`src/rtl/stopwatch_pkg.sv`:
```
// Shared types, constants and BCD helpers for the SS.hh stopwatch/timer.
// Latency: n/a (types, constants and pure functions only).
// Backpressure: n/a.
package stopwatch_pkg;

  typedef enum logic [1:0] {
    MODE_UP0    = 2'b00,
    MODE_UPLOAD = 2'b01,
    MODE_DN99   = 2'b10,
    MODE_DNLOAD = 2'b11
  } mode_e;

  // d3 d2 . d1 d0 : tens of seconds, seconds, tenths, hundredths
  typedef struct packed {
    logic [3:0] d3;
    logic [3:0] d2;
    logic [3:0] d1;
    logic [3:0] d0;
  } bcd_time_t;

  localparam bcd_time_t TIME_ZERO = 16'h0000;
  localparam bcd_time_t TIME_MAX  = 16'h9999;

  // Active-low segment codes, bit0=a .. bit6=g
  localparam logic [6:0] SEG_0   = 7'h40;
  localparam logic [6:0] SEG_1   = 7'h79;
  localparam logic [6:0] SEG_2   = 7'h24;
  localparam logic [6:0] SEG_3   = 7'h30;
  localparam logic [6:0] SEG_4   = 7'h19;
  localparam logic [6:0] SEG_5   = 7'h12;
  localparam logic [6:0] SEG_6   = 7'h02;
  localparam logic [6:0] SEG_7   = 7'h78;
  localparam logic [6:0] SEG_8   = 7'h00;
  localparam logic [6:0] SEG_9   = 7'h10;
  localparam logic [6:0] SEG_OFF = 7'h7F;

  // Preload digits above 9 are not valid BCD; saturate them to 9.
  function automatic logic [3:0] clamp_bcd(input logic [3:0] d);
    return (d > 4'd9) ? 4'd9 : d;
  endfunction

  // Value loaded into the counter while reset is held.
  function automatic bcd_time_t start_value(input mode_e m, input logic [3:0] l3,
                                            input logic [3:0] l2);
    bcd_time_t v;
    case (m)
      MODE_UP0:  v = TIME_ZERO;
      MODE_DN99: v = TIME_MAX;
      default: begin
        v.d3 = clamp_bcd(l3);
        v.d2 = clamp_bcd(l2);
        v.d1 = 4'd0;
        v.d0 = 4'd0;
      end
    endcase
    return v;
  endfunction

  // Add one hundredth with BCD carry ripple; 99.99 wraps to 00.00 (callers guard it).
  function automatic bcd_time_t bcd_inc(input bcd_time_t t);
    bcd_time_t r;
    r = t;
    if (t.d0 != 4'd9) r.d0 = t.d0 + 4'd1;
    else begin
      r.d0 = 4'd0;
      if (t.d1 != 4'd9) r.d1 = t.d1 + 4'd1;
      else begin
        r.d1 = 4'd0;
        if (t.d2 != 4'd9) r.d2 = t.d2 + 4'd1;
        else begin
          r.d2 = 4'd0;
          r.d3 = (t.d3 != 4'd9) ? t.d3 + 4'd1 : 4'd0;
        end
      end
    end
    return r;
  endfunction

  // Subtract one hundredth with BCD borrow ripple; 00.00 wraps to 99.99 (callers guard it).
  function automatic bcd_time_t bcd_dec(input bcd_time_t t);
    bcd_time_t r;
    r = t;
    if (t.d0 != 4'd0) r.d0 = t.d0 - 4'd1;
    else begin
      r.d0 = 4'd9;
      if (t.d1 != 4'd0) r.d1 = t.d1 - 4'd1;
      else begin
        r.d1 = 4'd9;
        if (t.d2 != 4'd0) r.d2 = t.d2 - 4'd1;
        else begin
          r.d2 = 4'd9;
          r.d3 = (t.d3 != 4'd0) ? t.d3 - 4'd1 : 4'd9;
        end
      end
    end
    return r;
  endfunction

endpackage

```
`src/rtl/bcd_to_7seg.sv`:
```
// BCD digit to active-low 7-segment decoder; non-BCD input blanks the digit.
// Latency: purely combinational, 0 cycles.
// Backpressure: none.
module bcd_to_7seg
  import stopwatch_pkg::*;
(
  input  logic [3:0] bcd,
  output logic [6:0] seg
);

  // Table lookup of the segment pattern for one digit
  always_comb begin
    seg = SEG_OFF;
    case (bcd)
      4'd0:    seg = SEG_0;
      4'd1:    seg = SEG_1;
      4'd2:    seg = SEG_2;
      4'd3:    seg = SEG_3;
      4'd4:    seg = SEG_4;
      4'd5:    seg = SEG_5;
      4'd6:    seg = SEG_6;
      4'd7:    seg = SEG_7;
      4'd8:    seg = SEG_8;
      4'd9:    seg = SEG_9;
      default: seg = SEG_OFF;
    endcase
  end

endmodule

```
`src/rtl/stopwatch_timer_main.sv`:
```
// SS.hh stopwatch / countdown timer driving a scanned active-low 4-digit display.
// Latency: button-to-run 1 cycle (3 with STW_BTN_SYNC_EN defined); first tick TICK_DIV cycles after run rises.
// Backpressure: none; display outputs free-run from registered state every cycle.
module stopwatch_timer_main
  import stopwatch_pkg::*;
#(
  parameter int TICK_DIV    = 1_000_000,
  parameter int REFRESH_DIV = 100_000
) (
  input  logic       clk,
  input  logic       resetButton,
  input  logic       startStopButton,
  input  logic [1:0] mode,
  input  logic [3:0] dig3_load,
  input  logic [3:0] dig2_load,
  output logic [6:0] out_seg,
  output logic [3:0] an,
  output logic       dp
);

  localparam int PW = (TICK_DIV > 1) ? $clog2(TICK_DIV) : 1;
  localparam int RW = (REFRESH_DIV > 1) ? $clog2(REFRESH_DIV) : 1;
  localparam logic [PW-1:0] PRE_LAST = PW'(TICK_DIV - 1);
  localparam logic [RW-1:0] REF_LAST = RW'(REFRESH_DIV - 1);

  logic            btn_q, btn_d;
  logic            run_q, run_d;
  logic            down_q;
  logic [PW-1:0]   pre_q, pre_d;
  bcd_time_t       cnt_q, cnt_d;
  logic [RW-1:0]   ref_q, ref_d;
  logic [1:0]      sel_q, sel_d;
  logic            btn_edge;
  logic            tick;
  logic            at_end;
  logic            next_at_end;
  logic [3:0]      digit;

`ifdef STW_BTN_SYNC_EN
  logic [1:0]      sync_q, sync_d;
`endif

  // Button conditioning: optional 2-flop synchronizer, then rising-edge detect
  always_comb begin
`ifdef STW_BTN_SYNC_EN
    sync_d = {sync_q[0], startStopButton};
    btn_d  = sync_q[1];
`else
    btn_d  = startStopButton;
`endif
    btn_edge = btn_d & ~btn_q;
  end

  // Prescaler, BCD counter and run flag next-state
  always_comb begin
    tick   = run_q && (pre_q == PRE_LAST);
    at_end = down_q ? (cnt_q == TIME_ZERO) : (cnt_q == TIME_MAX);

    // Prescaler freezes while stopped so a restart keeps the partial tick.
    pre_d = pre_q;
    if (run_q) pre_d = tick ? '0 : pre_q + PW'(1);

    cnt_d = cnt_q;
    if (tick && !at_end) cnt_d = down_q ? bcd_dec(cnt_q) : bcd_inc(cnt_q);

    // Reaching (or sitting at) the terminal value forces run low, which also
    // makes a start press at the terminal value a no-op.
    next_at_end = down_q ? (cnt_d == TIME_ZERO) : (cnt_d == TIME_MAX);
    run_d       = (run_q ^ btn_edge) & ~next_at_end;
  end

  // Display scan: digit select steps every REFRESH_DIV cycles
  always_comb begin
    ref_d = ref_q + RW'(1);
    sel_d = sel_q;
    if (ref_q == REF_LAST) begin
      ref_d = '0;
      sel_d = sel_q + 2'd1;
    end
  end

  // State registers; reset loads the start value and drops any same-cycle button edge
  always_ff @(posedge clk) begin
    btn_q <= btn_d;
`ifdef STW_BTN_SYNC_EN
    sync_q <= sync_d;
`endif
    if (resetButton) begin
      down_q <= mode[1];
      cnt_q  <= start_value(mode_e'(mode), dig3_load, dig2_load);
      run_q  <= 1'b0;
      pre_q  <= '0;
      ref_q  <= '0;
      sel_q  <= 2'd0;
    end else begin
      cnt_q  <= cnt_d;
      run_q  <= run_d;
      pre_q  <= pre_d;
      ref_q  <= ref_d;
      sel_q  <= sel_d;
    end
  end

  // Output drive: pick the selected digit, light one anode, dp between d2 and d1
  always_comb begin
    case (sel_q)
      2'd0:    digit = cnt_q.d0;
      2'd1:    digit = cnt_q.d1;
      2'd2:    digit = cnt_q.d2;
      default: digit = cnt_q.d3;
    endcase
    an = ~(4'b0001 << sel_q);
    dp = (sel_q != 2'd2);
  end

  bcd_to_7seg u_seg (
    .bcd (digit),
    .seg (out_seg)
  );

endmodule

```
`config.mk`:
```
export PLATFORM = sky130hd
export DESIGN_NAME = stopwatch_timer_main
export DESIGN_NICKNAME = d
export VERILOG_FILES = /design/src/rtl/stopwatch_pkg.sv /design/src/rtl/bcd_to_7seg.sv /design/src/rtl/stopwatch_timer_main.sv
export SDC_FILE = /design/constraint.sdc
export NUM_CORES = 1
export LEC_CHECK = 0
export BUFFER_PORTS_ARGS = -buffer_cell sky130_fd_sc_hd__buf_2
export CAP_MARGIN = 20
export CORE_ASPECT_RATIO = 0.75
export CORE_MARGIN = 5
export CORE_UTILIZATION = 60
export CTS_CLUSTER_SIZE = 20
export DETAILED_ROUTE_END_ITERATION = 8
export PLACE_DENSITY = 0.79
export SYNTH_ARGS = -nofsm -noshare
export SYNTH_HDL_FRONTEND = slang
export SYNTH_HIERARCHICAL = 1
export SYNTH_SLANG_ARGS = --single-unit
```
`constraint.sdc`:
```
create_clock -name clk -period 8.5 [get_ports clk]
set_clock_uncertainty 0.2 [all_clocks]
set_input_delay 1.7 -clock clk [delete_from_list [all_inputs] [get_ports clk]]
set_output_delay 1.7 -clock clk [all_outputs]
set_load 0.05 [all_outputs]
```
==> flow_summary.ini <==
[setup_path]
path_class = flip-flop to output port
cp.arrival_ps = 2650
r2r-start = cnt_q[8]$_DFF_P_
required_ps = 6600
crit_fanout = 6
cp_cell_sequence = inv_1, ha_1, a222oi_1, mux2i_1, inv_1, ha_1, or2_1, a21oi_2, a31oi_1, buf_2
rrSetupSlack_ps = 4460
r2r-end = run_q$_SDFF_PP0_
crit_buf_inv = 3
rr_worst_depth = 8
crit_slowest_cell = mux2i_1
critPathLaunchType = flip-flop
max_stage_delay_ps = 400
cp_top_family = buffers and inverters
worstSetupEndpointType = output port

[clock_tree]
cts_resized = 0
cts_setup_buffers = 0
cts.path.max_buffers = 2
cts_buffers = 9
cts_tree = built
cts.sinks = 58
ctsHoldBuffers = 0
path_clk_slew_ps = 60
htreeDepth = 3
clk_latency_ps = 340
cts.root.buffer_cell = clkbuf_8

[min_path]
min_path_type = flip-flop to flip-flop
hold_depth = 1
min_to = ref_q[0]$_SDFF_PP0_
hp-start = ref_q[0]$_SDFF_PP0_

[timing]
worst_slew_pin_slew_ps = 939
drv_slew = 0
tns_ps = 0
period_needed_ps = 4550
max_freq_mhz = 220
rsz0062_at_grt = no
hold_viol = 0
setup_viol = 0
slew-limit-headroom = 0.372
fin_crit_sh = 0.536

[synth]
synth_seq_cells = 58
synth_flop_cell = dfxtp_1
synth_warnings = 6
netlist_instances = 473
synth-seq-area-share = 0.318
synthDistinctLibCells = 58
synth-edff-count = 1
netlist_area_um2 = 3680
avgSynthCellArea_um2 = 7.78
synth_nets = 498
async_reset_ff_frac = 0

[floorplanning]
die_x_um = 100
start_util = 0.626
rows = 24
core_um2 = 5890
ios = 25
die_area_um2 = 7820
die_y_um = 77.8

[outcome]
outcome = completed

[flow_run]
drv_cap = 0

[drt]
dr_total_vias = 3354
routed.top_layer = met4
ant_nets = 0
drt_pre_antenna_iters = 7
drt_wl_total_mm = 8.50
wl_met2_mm = 3.66
met1Wirelength_mm = 3.87
via_per_inst = 6.02
drc = 0
wl_per_cell_um = 15.3
first_iter_violations = 476
dr_wl_met3_um = 861

[global_route]
grt_overflow = 0
track_usage = 0.229
antenna_found_initial = 0
grt_max_degree = 36
grt_first_pass_wirelength_mm = 14.7
grt_pass1_vias = 3110

[placement]
place_congestion = 0.935
placed_area_um2 = 3750
place_hpwl_mm = 6.12
io_buffers = 24

[cells_and_area]
final_area_um2 = 3960
drive_gt1_frac = 0.100
insertedDiodeCount = 0
area_delta_synth_final_pct = 7.65
final_nets = 500

[power_and_ir_drop]
p_leak_nw = 1.48
p_per_area_nw_per_um2 = 166
peakVddDrop_mv = 0.121
## through the flow
| stage | instances | total power, W | setup WS [ps] | util | hold slack [ps] |
|---|---|---|---|---|---|
| 2_1_floorplan | 473 | 0.000365 | 3900 | - | 218 |
| 3_3_place_gp | 542 | 0.000382 | 4470 | 0.638 | 234 |
| 3_5_place_dp | 542 | 0.000383 | 4320 | 0.638 | 241 |
| 4_1_cts | 557 | 0.000661 | 3930 | 0.673 | 255 |
| 5_1_grt | 557 | 0.000689 | 3660 | 0.673 | 296 |
| 6_report | 557 | 0.000657 | 3950 | 0.673 | 248 |
## layout by cell type (no fill, tap or decap), types with 10 or more instances in the layout
cell type | synthesis | layout
a21oi_1 | 20 | 20
and3_1 | 12 | 12
buf_2 | 3 | 24
clkbuf_8 | 0 | 10
dfxtp_1 | 57 | 57
ha_1 | 12 | 12
inv_1 | 17 | 17
mux2i_1 | 12 | 12
nand2_1 | 34 | 34
nand2b_1 | 12 | 12
nand3_1 | 20 | 20
nor2_1 | 72 | 72
o21ai_0 | 24 | 24
xnor2_1 | 17 | 17
xor2_1 | 22 | 22
## layer usage
layer / global-route usage / up-vias
met5: 0 / -
met4: 0.0592 / 0
met3: 0.0753 / 12
met2: 0.338 / 171
met1: 0.322 / 1515
li1: - / 1656
## where the power goes
group | internal (W) | leakage [nW] | switching [W] | total [W]
Sequential | 0.000281 | 0.474 | 0.0000199 | 0.000301
Clock | 0.000171 | 0.106 | 0.000106 | 0.000277
Combinational | 0.0000295 | 0.903 | 0.0000502 | 0.0000797
## how the worst max path moves through the flow
stage,endpoint,slack (ps),cells after the start,startpoint
global route,out_seg[4],3660,10,sel_q[1]$_SDFFE_PP0P_
detailed placement,out_seg[3],4320,10,sel_q[0]$_SDFFE_PP0P_
floorplan,out_seg[4],3900,8,sel_q[0]$_SDFFE_PP0P_
CTS,out_seg[3],3930,10,sel_q[0]$_SDFFE_PP0P_
global placement,out_seg[3],4470,8,sel_q[0]$_SDFFE_PP0P_
finish,out_seg[3],3950,10,sel_q[0]$_SDFFE_PP0P_
## sequential cells by signal, summed over array words and instances (netlist names)
signal / count
ref_q: 17
sel_q: 2
run_q: 1
btn_q: 1
cnt_q: 16
down_q: 1
pre_q: 20
## synth_stat cells (6+ instances only)
master	instances	area (um2)
inv_1	17	63.8
dfxtp_1	57	1140
xnor2_1	17	149
nand4_1	9	56.3
o22ai_1	6	37.5
nand2b_1	12	75.1
nand3_1	20	100
o21ai_0	24	120
ha_1	12	150
o21a_1	6	45.0
and3_1	12	75.1
clkbuf_1	25	93.8
a21oi_1	20	100
nor2_1	72	270
mux2i_1	12	120
nand2_1	34	128
xor2_1	22	193
or3_1	6	37.5
nor3_1	9	45.0
## worst register-to-register path, delay by kind of cell, from the launching register on
family          cells  cell delay (ps)
flops               1              610
simple gates        4             1570
compound gates      4             1550
## final cells by class
class	instances	area (um2)
Clock buffer	12	145
Clock inverter	3	65.1
Fill cell	505	1920
Inverter	17	63.8
Multi-Input combinational cell	365	2300
Sequential cell	58	1170
Tap cell	78	97.6
Timing Repair Buffer	24	120
## cells by family (layout without fill, tap and decap cells)
family	count (synthesis)	count (layout)	synth area share
adders and majority gates	12	12	0.0408
xor gates and xnor gates	39	39	0.0928
AOI/OAI and AO/OA	89	89	0.161
buffers and inverters	50	56	0.0571
muxes	12	12	0.0326
DFF	58	58	0.318
and+or+nand+nor	213	213	0.298
Power figures use the tool's default switching activity.
